--- src/rtl/sha256_compress_ctrl.sv ---
// SHA-256 compression controller: loads 16-word blocks, runs 64 rounds one per cycle,
// accumulates the chaining value and streams the 8-word digest after the final block.
module sha256_funcs (
  input  logic [31:0] a,
  input  logic [31:0] b,
  input  logic [31:0] c,
  input  logic [31:0] e,
  input  logic [31:0] f,
  input  logic [31:0] g,
  input  logic [31:0] s0_in,
  input  logic [31:0] s1_in,
  output logic [31:0] ch,
  output logic [31:0] maj,
  output logic [31:0] bsig0,
  output logic [31:0] bsig1,
  output logic [31:0] ssig0,
  output logic [31:0] ssig1
);
  assign ch    = (e & f) ^ (~e & g);
  assign maj   = (a & b) ^ (a & c) ^ (b & c);
  assign bsig0 = {a[1:0], a[31:2]} ^ {a[12:0], a[31:13]} ^ {a[21:0], a[31:22]};
  assign bsig1 = {e[5:0], e[31:6]} ^ {e[10:0], e[31:11]} ^ {e[24:0], e[31:25]};
  assign ssig0 = {s0_in[6:0], s0_in[31:7]} ^ {s0_in[17:0], s0_in[31:18]} ^ {3'b0, s0_in[31:3]};
  assign ssig1 = {s1_in[16:0], s1_in[31:17]} ^ {s1_in[18:0], s1_in[31:19]} ^ {10'b0, s1_in[31:10]};
endmodule

module sha256_compress_ctrl (
  input  logic        clk,
  input  logic        rst_n,
  input  logic        init,
  input  logic        w_valid,
  input  logic [31:0] w_data,
  input  logic        w_last,
  output logic        w_ready,
  output logic        busy,
  output logic        dout_valid,
  output logic [31:0] dout,
  input  logic        dout_ready
);
  typedef enum logic [1:0] {LOAD, ROUND, UPDATE, OUT} state_t;

  localparam logic [31:0] iv [8] = '{
    32'h6a09e667, 32'hbb67ae85, 32'h3c6ef372, 32'ha54ff53a,
    32'h510e527f, 32'h9b05688c, 32'h1f83d9ab, 32'h5be0cd19};

  localparam logic [31:0] k_rom [64] = '{
    32'h428a2f98, 32'h71374491, 32'hb5c0fbcf, 32'he9b5dba5, 32'h3956c25b, 32'h59f111f1, 32'h923f82a4, 32'hab1c5ed5,
    32'hd807aa98, 32'h12835b01, 32'h243185be, 32'h550c7dc3, 32'h72be5d74, 32'h80deb1fe, 32'h9bdc06a7, 32'hc19bf174,
    32'he49b69c1, 32'hefbe4786, 32'h0fc19dc6, 32'h240ca1cc, 32'h2de92c6f, 32'h4a7484aa, 32'h5cb0a9dc, 32'h76f988da,
    32'h983e5152, 32'ha831c66d, 32'hb00327c8, 32'hbf597fc7, 32'hc6e00bf3, 32'hd5a79147, 32'h06ca6351, 32'h14292967,
    32'h27b70a85, 32'h2e1b2138, 32'h4d2c6dfc, 32'h53380d13, 32'h650a7354, 32'h766a0abb, 32'h81c2c92e, 32'h92722c85,
    32'ha2bfe8a1, 32'ha81a664b, 32'hc24b8b70, 32'hc76c51a3, 32'hd192e819, 32'hd6990624, 32'hf40e3585, 32'h106aa070,
    32'h19a4c116, 32'h1e376c08, 32'h2748774c, 32'h34b0bcb5, 32'h391c0cb3, 32'h4ed8aa4a, 32'h5b9cca4f, 32'h682e6ff3,
    32'h748f82ee, 32'h78a5636f, 32'h84c87814, 32'h8cc70208, 32'h90befffa, 32'ha4506ceb, 32'hbef9a3f7, 32'hc67178f2};

  state_t      state, state_nxt;
  logic [31:0] hreg [8];
  logic [31:0] v [8];
  logic [31:0] w [16];
  logic [3:0]  wcnt;
  logic [5:0]  t;
  logic [2:0]  k;
  logic        last_r;
  logic        do_init;
  logic        out_fire;
  logic [31:0] ch, maj, bsig0, bsig1, ssig0, ssig1;
  logic [31:0] wt, t1, t2;

  sha256_funcs u_funcs (
    .a(v[0]), .b(v[1]), .c(v[2]), .e(v[4]), .f(v[5]), .g(v[6]),
    .s0_in(w[1]), .s1_in(w[14]),
    .ch(ch), .maj(maj), .bsig0(bsig0), .bsig1(bsig1), .ssig0(ssig0), .ssig1(ssig1)
  );

  // The window always holds W[t-16..t-1]; rounds 0..15 rotate the loaded words back in.
  assign wt       = (t < 6'd16) ? w[0] : (ssig1 + w[9] + ssig0 + w[0]);
  assign t1       = v[7] + bsig1 + ch + k_rom[t] + wt;
  assign t2       = bsig0 + maj;
  assign do_init  = init && (state == LOAD) && (wcnt == 4'd0);
  assign out_fire = dout_valid && dout_ready;

  always_ff @(posedge clk or negedge rst_n) begin
    if (!rst_n) state <= LOAD;
    else        state <= state_nxt;
  end

  always_comb begin
    state_nxt = state;
    case (state)
      LOAD:    if (w_valid && wcnt == 4'd15) state_nxt = ROUND;
      ROUND:   if (t == 6'd63) state_nxt = UPDATE;
      UPDATE:  state_nxt = last_r ? OUT : LOAD;
      OUT:     if (out_fire && k == 3'd7) state_nxt = LOAD;
      default: state_nxt = LOAD;
    endcase
  end

  always_comb begin
    w_ready = (state == LOAD);
    busy    = (state == ROUND) || (state == UPDATE);
  end

  always_ff @(posedge clk or negedge rst_n) begin
    if (!rst_n) begin
      for (int i = 0; i < 8; i++) begin
        hreg[i] <= iv[i];
        v[i]    <= '0;
      end
      for (int i = 0; i < 16; i++) w[i] <= '0;
      wcnt       <= '0;
      t          <= '0;
      k          <= '0;
      last_r     <= 1'b0;
      dout       <= '0;
      dout_valid <= 1'b0;
    end else begin
      case (state)
        LOAD: begin
          if (do_init)
            for (int i = 0; i < 8; i++) hreg[i] <= iv[i];
          if (w_valid) begin
            for (int i = 0; i < 15; i++) w[i] <= w[i+1];
            w[15] <= w_data;
            wcnt  <= wcnt + 4'd1;
            if (wcnt == 4'd15) begin
              last_r <= w_last;
              t      <= '0;
              for (int i = 0; i < 8; i++) v[i] <= hreg[i];
            end
          end
        end
        ROUND: begin
          for (int i = 0; i < 15; i++) w[i] <= w[i+1];
          w[15] <= wt;
          v[7]  <= v[6];
          v[6]  <= v[5];
          v[5]  <= v[4];
          v[4]  <= v[3] + t1;
          v[3]  <= v[2];
          v[2]  <= v[1];
          v[1]  <= v[0];
          v[0]  <= t1 + t2;
          t     <= (t == 6'd63) ? 6'd0 : t + 6'd1;
        end
        UPDATE: begin
          for (int i = 0; i < 8; i++) hreg[i] <= hreg[i] + v[i];
          k <= '0;
        end
        OUT: begin
          // First OUT cycle only registers H0; afterwards each handshake presents the next word.
          if (!dout_valid) begin
            dout_valid <= 1'b1;
            dout       <= hreg[k];
          end else if (dout_ready) begin
            if (k == 3'd7) begin
              dout_valid <= 1'b0;
              k          <= '0;
              for (int i = 0; i < 8; i++) hreg[i] <= iv[i];
            end else begin
              k    <= k + 3'd1;
              dout <= hreg[k + 3'd1];
            end
          end
        end
        default: ;
      endcase
    end
  end
endmodule
--- config.mk ---
export PLATFORM = sky130hd
export DESIGN_NAME = sha256_compress_ctrl
export DESIGN_NICKNAME = d
export VERILOG_FILES = /design/src/rtl/sha256_compress_ctrl.sv
export SDC_FILE = /design/constraint.sdc
export NUM_CORES = 2
export LEC_CHECK = 0
export BUFFER_PORTS_ARGS = -buffer_cell sky130_fd_sc_hd__buf_2
export CAP_MARGIN = 40
export CORE_MARGIN = 2
export CORE_UTILIZATION = 45
export CTS_CLUSTER_SIZE = 10
export DETAILED_ROUTE_END_ITERATION = 6
export PLACE_DENSITY_LB_ADDON = 0.15
export SETUP_SLACK_MARGIN = 0.05
export SYNTH_ARGS = -nofsm -noshare
export SYNTH_HDL_FRONTEND = slang
export SYNTH_SLANG_ARGS = --single-unit
export TNS_END_PERCENT = 1
--- constraint.sdc ---
create_clock -name clk -period 9.1 [get_ports clk]
set_input_delay 0.91 -clock clk [delete_from_list [all_inputs] [get_ports clk]]
set_output_delay 0.91 -clock clk [all_outputs]
set_load 0.01 [all_outputs]
### Yosys cells after proc, flatten, opt, wreduce, memory -nomap -nowiden

Memory sizes are Yosys's and may differ from the RTL's.
Cells that the tools add are included.

| cells by class | value |
|---|---|
| add/sub/neg operators | 21 |
| magnitude comparators | 4 |
| eq/ne operators | 17 |
| multiplexer cells | 38 |
| bitwise operators | 20 |
| reduce and logical (&&, ||, !) cells | 19 |

Operators by type and width:

| operator | count |
|---|---|
| $mux 256 | 6 |
| $pmux 512 s2 | 1 |
| $pmux 256 s3 | 1 |
| $add 32x32->32 | 18 |
| $mux 512 | 1 |
| $pmux 256 s2 | 1 |
| $mux 32 | 10 |
| $xor 32x32->32 | 9 |
| $bmux 32 s3 | 2 |
| $and 32x32->32 | 5 |
| $not 32->32 | 1 |
| $xor 32x22->32 | 1 |
| $xor 32x29->32 | 1 |
| $mux 6 | 3 |
| $reduce_and 3->1 | 5 |
| $ne 2x2->1 const B | 7 |
| $pmux 6 s2 | 1 |
| $mux 3 | 3 |
| $ge 4x4->1 const B | 2 |
| $mux 2 | 4 |
| $ne 2x1->1 const B | 4 |
| $not 3->4 | 2 |
| $pmux 2 s4 | 1 |
| $ge 7x7->1 const B | 1 |
| other kinds (20) | 29 |

| storage, ports and cells | value |
|---|---|
| register bits after elaboration | 1073 |
| bits in read-only memories | 2048 |
| output and inout port bits | 35 |
| logic and storage cells | 159 |
| memories | 1 |

Memory list:

| name | depth | width | rd ports | clocked after memory_dff | wr ports | line | source |
|---|---|---|---|---|---|---|---|
| (no name shown) | 64 | 32 | 1 | 0 | 0 | 77 | `assign t1 = v[7] + bsig1 + ch + k_rom[t] + wt;` |

### Logic depth before layout (Yosys ltp)

| depth | value |
|---|---|
| word-level depth | 9 |
| gate-level depth with buffers | 44 |
| gate-level depth less buffers | 43 |

### By module

From an unflattened synthesis, not the netlist that was laid out.

| second synthesis, totals | value |
|---|---|
| cells, all modules | 8111 |
| area total of the unflattened synthesis | 74184.9 um2 |

By module, submodules not included:

| module | times used | cells an instance | area each (um2) |
|---|---|---|---|
| sha256_compress_ctrl | 1 | 7917 | 70639.0 |
| sha256_funcs | 1 | 194 | 3545.9 |

### Worst setup path after synthesis

Ideal clock, no wire load.

| timing | value |
|---|---|
| path kind | reg-to-reg |
| from | register w[457] in the netlist's numbering |
| to | register v[254] in the netlist's numbering |
| arrival | 8.589 ns |
| required time | 8.974 ns |
| path slack | 0.385 ns |
| stages on the path, launching flop included | 42 |
| path buffers | 1 |
| period minus slack after synthesis | 8.715 ns |
| cells stage by stage | dfrtp_1 clkbuf_1 xor2_1 xnor2_1 fa_1 fa_1 inv_1 ha_1 a21o_1 a21oi_1 o21ai_1 a41oi_1 o21bai_1 a21oi_1 o21bai_1 a21oi_1 xnor2_1 nand2_1 [... 6 more ...] nor3_1 o2111ai_1 nand2_1 nor2_1 nor3b_1 o21ai_0 a22oi_1 fa_1 ha_1 a21oi_1 nand2_1 a21o_1 or3_1 o211a_1 o21ai_1 o21ai_1 xnor2_1 a2bb2oi_1 |

| between the ends | value |
|---|---|
| word-level cells in the longest chain between the ends | 8 |

Ends and longest elaborated chain:

| what | line | source |
|---|---|---|
| start, declared | 59 | `logic [31:0] w [16];` |
| $xor 32x32->32 | 23 | `assign ssig0 = {s0_in[6:0], s0_in[31:7]} ^ {s0_in[17:0], s0_in[31:18]} ^ {3'b0, s0_in[31:3]};` |
| $xor 32x29->32 (*) | 23 |  |
| $add 32x32->32 (*) (2 in series) | 76 | `assign wt = (t < 6'd16) ? w[0] : (ssig1 + w[9] + ssig0 + w[0]);` |
| $mux 32 (*) | 76 |  |
| $add 32x32->32 (*) | 77 |  |
| $add 32x32->32 (*) | 142 | `v[0] <= t1 + t2;` |
| $pmux 256 s2 (*) | 117 | `case (state)` |
| end, declared | 58 | `logic [31:0] v [8];` |

Every way passes the cells marked *; elsewhere a longest branch is shown, timed or not.
A chain may end at the register's enable or synchronous reset.

### Final worst setup path

| timing | value |
|---|---|
| from | register w[456] in the netlist's numbering |
| to | register v[251] in the netlist's numbering |

Same word-level chain as after synthesis.

==> out/qor.csv <==
stage,metric,value,unit
detailed_routing,DR iter-0 viols,6297,
floorplan,initial core utilization,45.4,%
clock_tree,Clock Sinks,1073,
cells_and_area,Finished Cell Area,84400,um^2
detailed_routing,"wirelength, routed",269000,um
global_routing,GRT Total Usage,31.9,%
global_routing,vias in the first global route,61000,
timing,Slew headroom,22.6,%
timing,Slew Limit Fails,0,
worst_setup_path,CP startpoint kind,flop,
cells_and_area,Non-Filler Instances,10800,
synth,post-synthesis async set-or-reset flop share,100,%
clock_tree,CTS Buffer Depth,3,
timing,Tmin final,8.97,ns
global_routing,GRT Residual Overflow,0,
run,maxcap violations,0,
synth,list of most frequent post-synthesis cells,"nand2_1 (1960), dfrtp_1 (937), o21ai_0 (679)",
worst_setup_path,CP Depth,47,
synth,Post-Syn Area per Cell,8.87,um^2
global_routing,initial antenna violation count,8,
outcome,outcome,"complete, but fails checks",
floorplan,Placement Rows,148,
timing,unrepaired setup endpoints after global routing,yes,
synth,cell taking the most area after synthesis,dfrtp_1,
worst_setup_path,crit path max fanout,4,
clock_tree,Clock transition at path regs,0.06,ns
cells_and_area,share of post-route cells with drive strength above 1,13.8,%
floorplan,core area,163000,um^2
cells_and_area,Area Overhead vs Synth,13.9,%
floorplan,I/O Pins,73,
synth,Post-Syn Area,74100,um^2
timing,period utilisation layout,98.6,%
synth,top cell type's share of synthesized area,31.6,%
synth,syn_nets,9000,
detailed_routing,total number of vias,63000,
worst_hold_path,Worst Hold Class,primary input to async pin,
synth,YS warnings,0,
clock_tree,Root Driver,clkbuf_16,
timing,clock skew,0.0420,ns
synth,cells after synthesis,8359,
placement,dpl hpwl,201000,um
worst_setup_path,Top delay family on crit path,adder cells,
cells_and_area,nets@finish,9200,
detailed_routing,Routed Antenna Nets,0,
worst_setup_path,"Buf+Inv Stages, Crit Path",10,
detailed_routing,post-DR vias/cell,5.82,
worst_setup_path,CP max stage delay,0.55,ns
clock_tree,Clock Latency Late Sink,0.82,ns
timing,Finish-stage setup viols,0,
global_routing,global-route wire length before repair,403000,um
synth,number of synthesized flops with an enable pin,0,
cells_and_area,Filler Cell Count,15100,
clock_tree,CTS H-tree lvls,4,
synth,Synth cell types,87,
worst_setup_path,CP Capture Point,v[251],
worst_setup_path,"Max stage delay cell, worst path",fa_1,
timing,Fin. Hold Viols,0,
detailed_routing,Pre-Repair DR Iteration Count,7,
worst_setup_path,critical path startpoint,w[456],
worst_setup_path,CP required,9.83,ns
synth,most numerous cell in the Yosys netlist,nand2_1,
placement,Port Buffer Count,72,
floorplan,die area,168000,um^2
synth,"top cells by area, synth","dfrtp_1 (32%), nand2_1 (9.9%), ha_1 (6.9%)",
worst_setup_path,worst reg2reg setup slack,0.13,ns
synth,Seq cells post-synth,1073,
synth,share of the yosys chip area belonging to registers,36.4,%
worst_setup_path,critical path class,flop to flop,
worst_setup_path,Worst EP arrival,9.70,ns
synth,"Primary FF master, synth",dfrtp_1,
worst_setup_path,reg2reg start,w[456],
worst_setup_path,crit end category,flop,
detailed_routing,DRC violations left,1,
timing,Hold Worst Slack,0.126,ns
worst_setup_path,path depth of the worst reg2reg path,47,
timing,f_max,0.111,GHz
worst_setup_path,r2r endpoint,v[251],
placement,final RePlAce weighted congestion,0.994,
timing,worst slew pin tran,1.16,ns
placement,Post-DP Area,79400,um^2
worst_setup_path,CP dominant cell by count,fa_1,
global_routing,largest net degree at the start of global routing,253,
detailed_routing,wire per inst,24.8,um
clock_tree,cts hold-fix bufs,0,
clock_tree,number of CTS-inserted buffers,135,
clock_tree,CTS tree,yes,
placement,placed cell count,10600,
floorplan,Die Width,410,um
floorplan,Die Y-Extent,410,um
outcome,violated checks,DRC,
-- cell type report --
| type | instances | area (um^2) | share of cell area, % |
|---|---|---|---|
| Sequential cell | 1073 | 27000 | 32.0 |
| Multi-Input combinational cell | 6407 | 44600 | 52.8 |
| Inverter | 377 | 1420 | 1.68 |
| Clock inverter | 27 | 472 | 0.559 |
| Clock buffer | 197 | 3730 | 4.42 |
| Tap cell | 2175 | 2720 | 3.22 |
| Antenna cell | 4 | 10.0 | 0.0119 |
| Timing Repair Buffer | 565 | 4460 | 5.28 |
-- cell families (layout without fill, tap and decap cells) --
| logic type | after synthesis | in the layout | synth area share [%] |
|---|---|---|---|
| simple gates | 2776 | 2776 | 15.4 |
| xor+xnor | 573 | 573 | 6.79 |
| fa+ha+maj | 620 | 620 | 12.4 |
| compound gates | 1960 | 1960 | 15.8 |
| buf+inv | 879 | 1166 | 4.47 |
| mux | 478 | 478 | 8.75 |
| other cells | 0 | 4 | 0 |
| flops | 1073 | 1073 | 36.4 |
-- flip-flops by register name, indices dropped and copies added, names as in the netlist, 2 cells and up --
| name | count |
|---|---|
| w | 512 |
| hreg | 256 |
| t | 6 |
| v | 256 |
| state | 2 |
| dout | 32 |
| k | 3 |
| wcnt | 4 |
-- worst min path at each step --
stage            from      to  slack, ns  cells after the start
2_1_floorplan  w[100]  w[100]       0.44                      2
3_3_place_gp   w[124]  w[124]       0.45                      2
3_5_place_dp   w[118]  w[150]       0.45                      2
4_1_cts         rst_n  w[356]       0.11                      1
5_1_grt         rst_n  w[356]       0.15                      1
6_report        rst_n  w[356]       0.13                      1
-- placed cells by master (no fill, tap or decap), types with 52 or more instances in the layout --
cell type	n
nor2_1	348
xnor2_1	338
o21ai_0	669
fa_1	193
inv_1	364
dfrtp_1	930
nand3_1	83
nand2_1	1954
a21o_1	191
mux2i_1	305
xor2_1	223
o21bai_1	59
a31oi_1	72
buf_4	460
a21oi_1	466
o21ai_1	99
buf_2	74
mux4_2	132
clkbuf_16	135
nor3_1	87
ha_1	391
dfstp_2	136
o21a_1	52
-- per-stage QoR --
stage | setup slack [ns] | TNS (ns) | util, %
global placement | -0.367 | -2.81 | 48.4
finish | 0.131 | 0 | 51.8
CTS | 0.0196 | 0 | 51.5
detailed placement | -0.430 | -3.15 | 48.7
global route | -0.335 | -3.27 | 51.7
floorplan | 0.385 | 0 | -
-- per-layer routing --
metal	track usage [%]	wire [um]
met4	10.3	9330
met2	46.8	115000
met1	47.3	126000
met5	0	43
met3	6.00	19200
-- what timing repair did --
action | CTS | global route
endpoints found under the setup margin | 20 | 29
setup buffers | 5 | 12
pin swaps | 43 | 59
resized for setup | 59 | 77
Power is not shown: default switching activity piles up to over one toggle a cycle in this logic, so the estimate is an artifact.
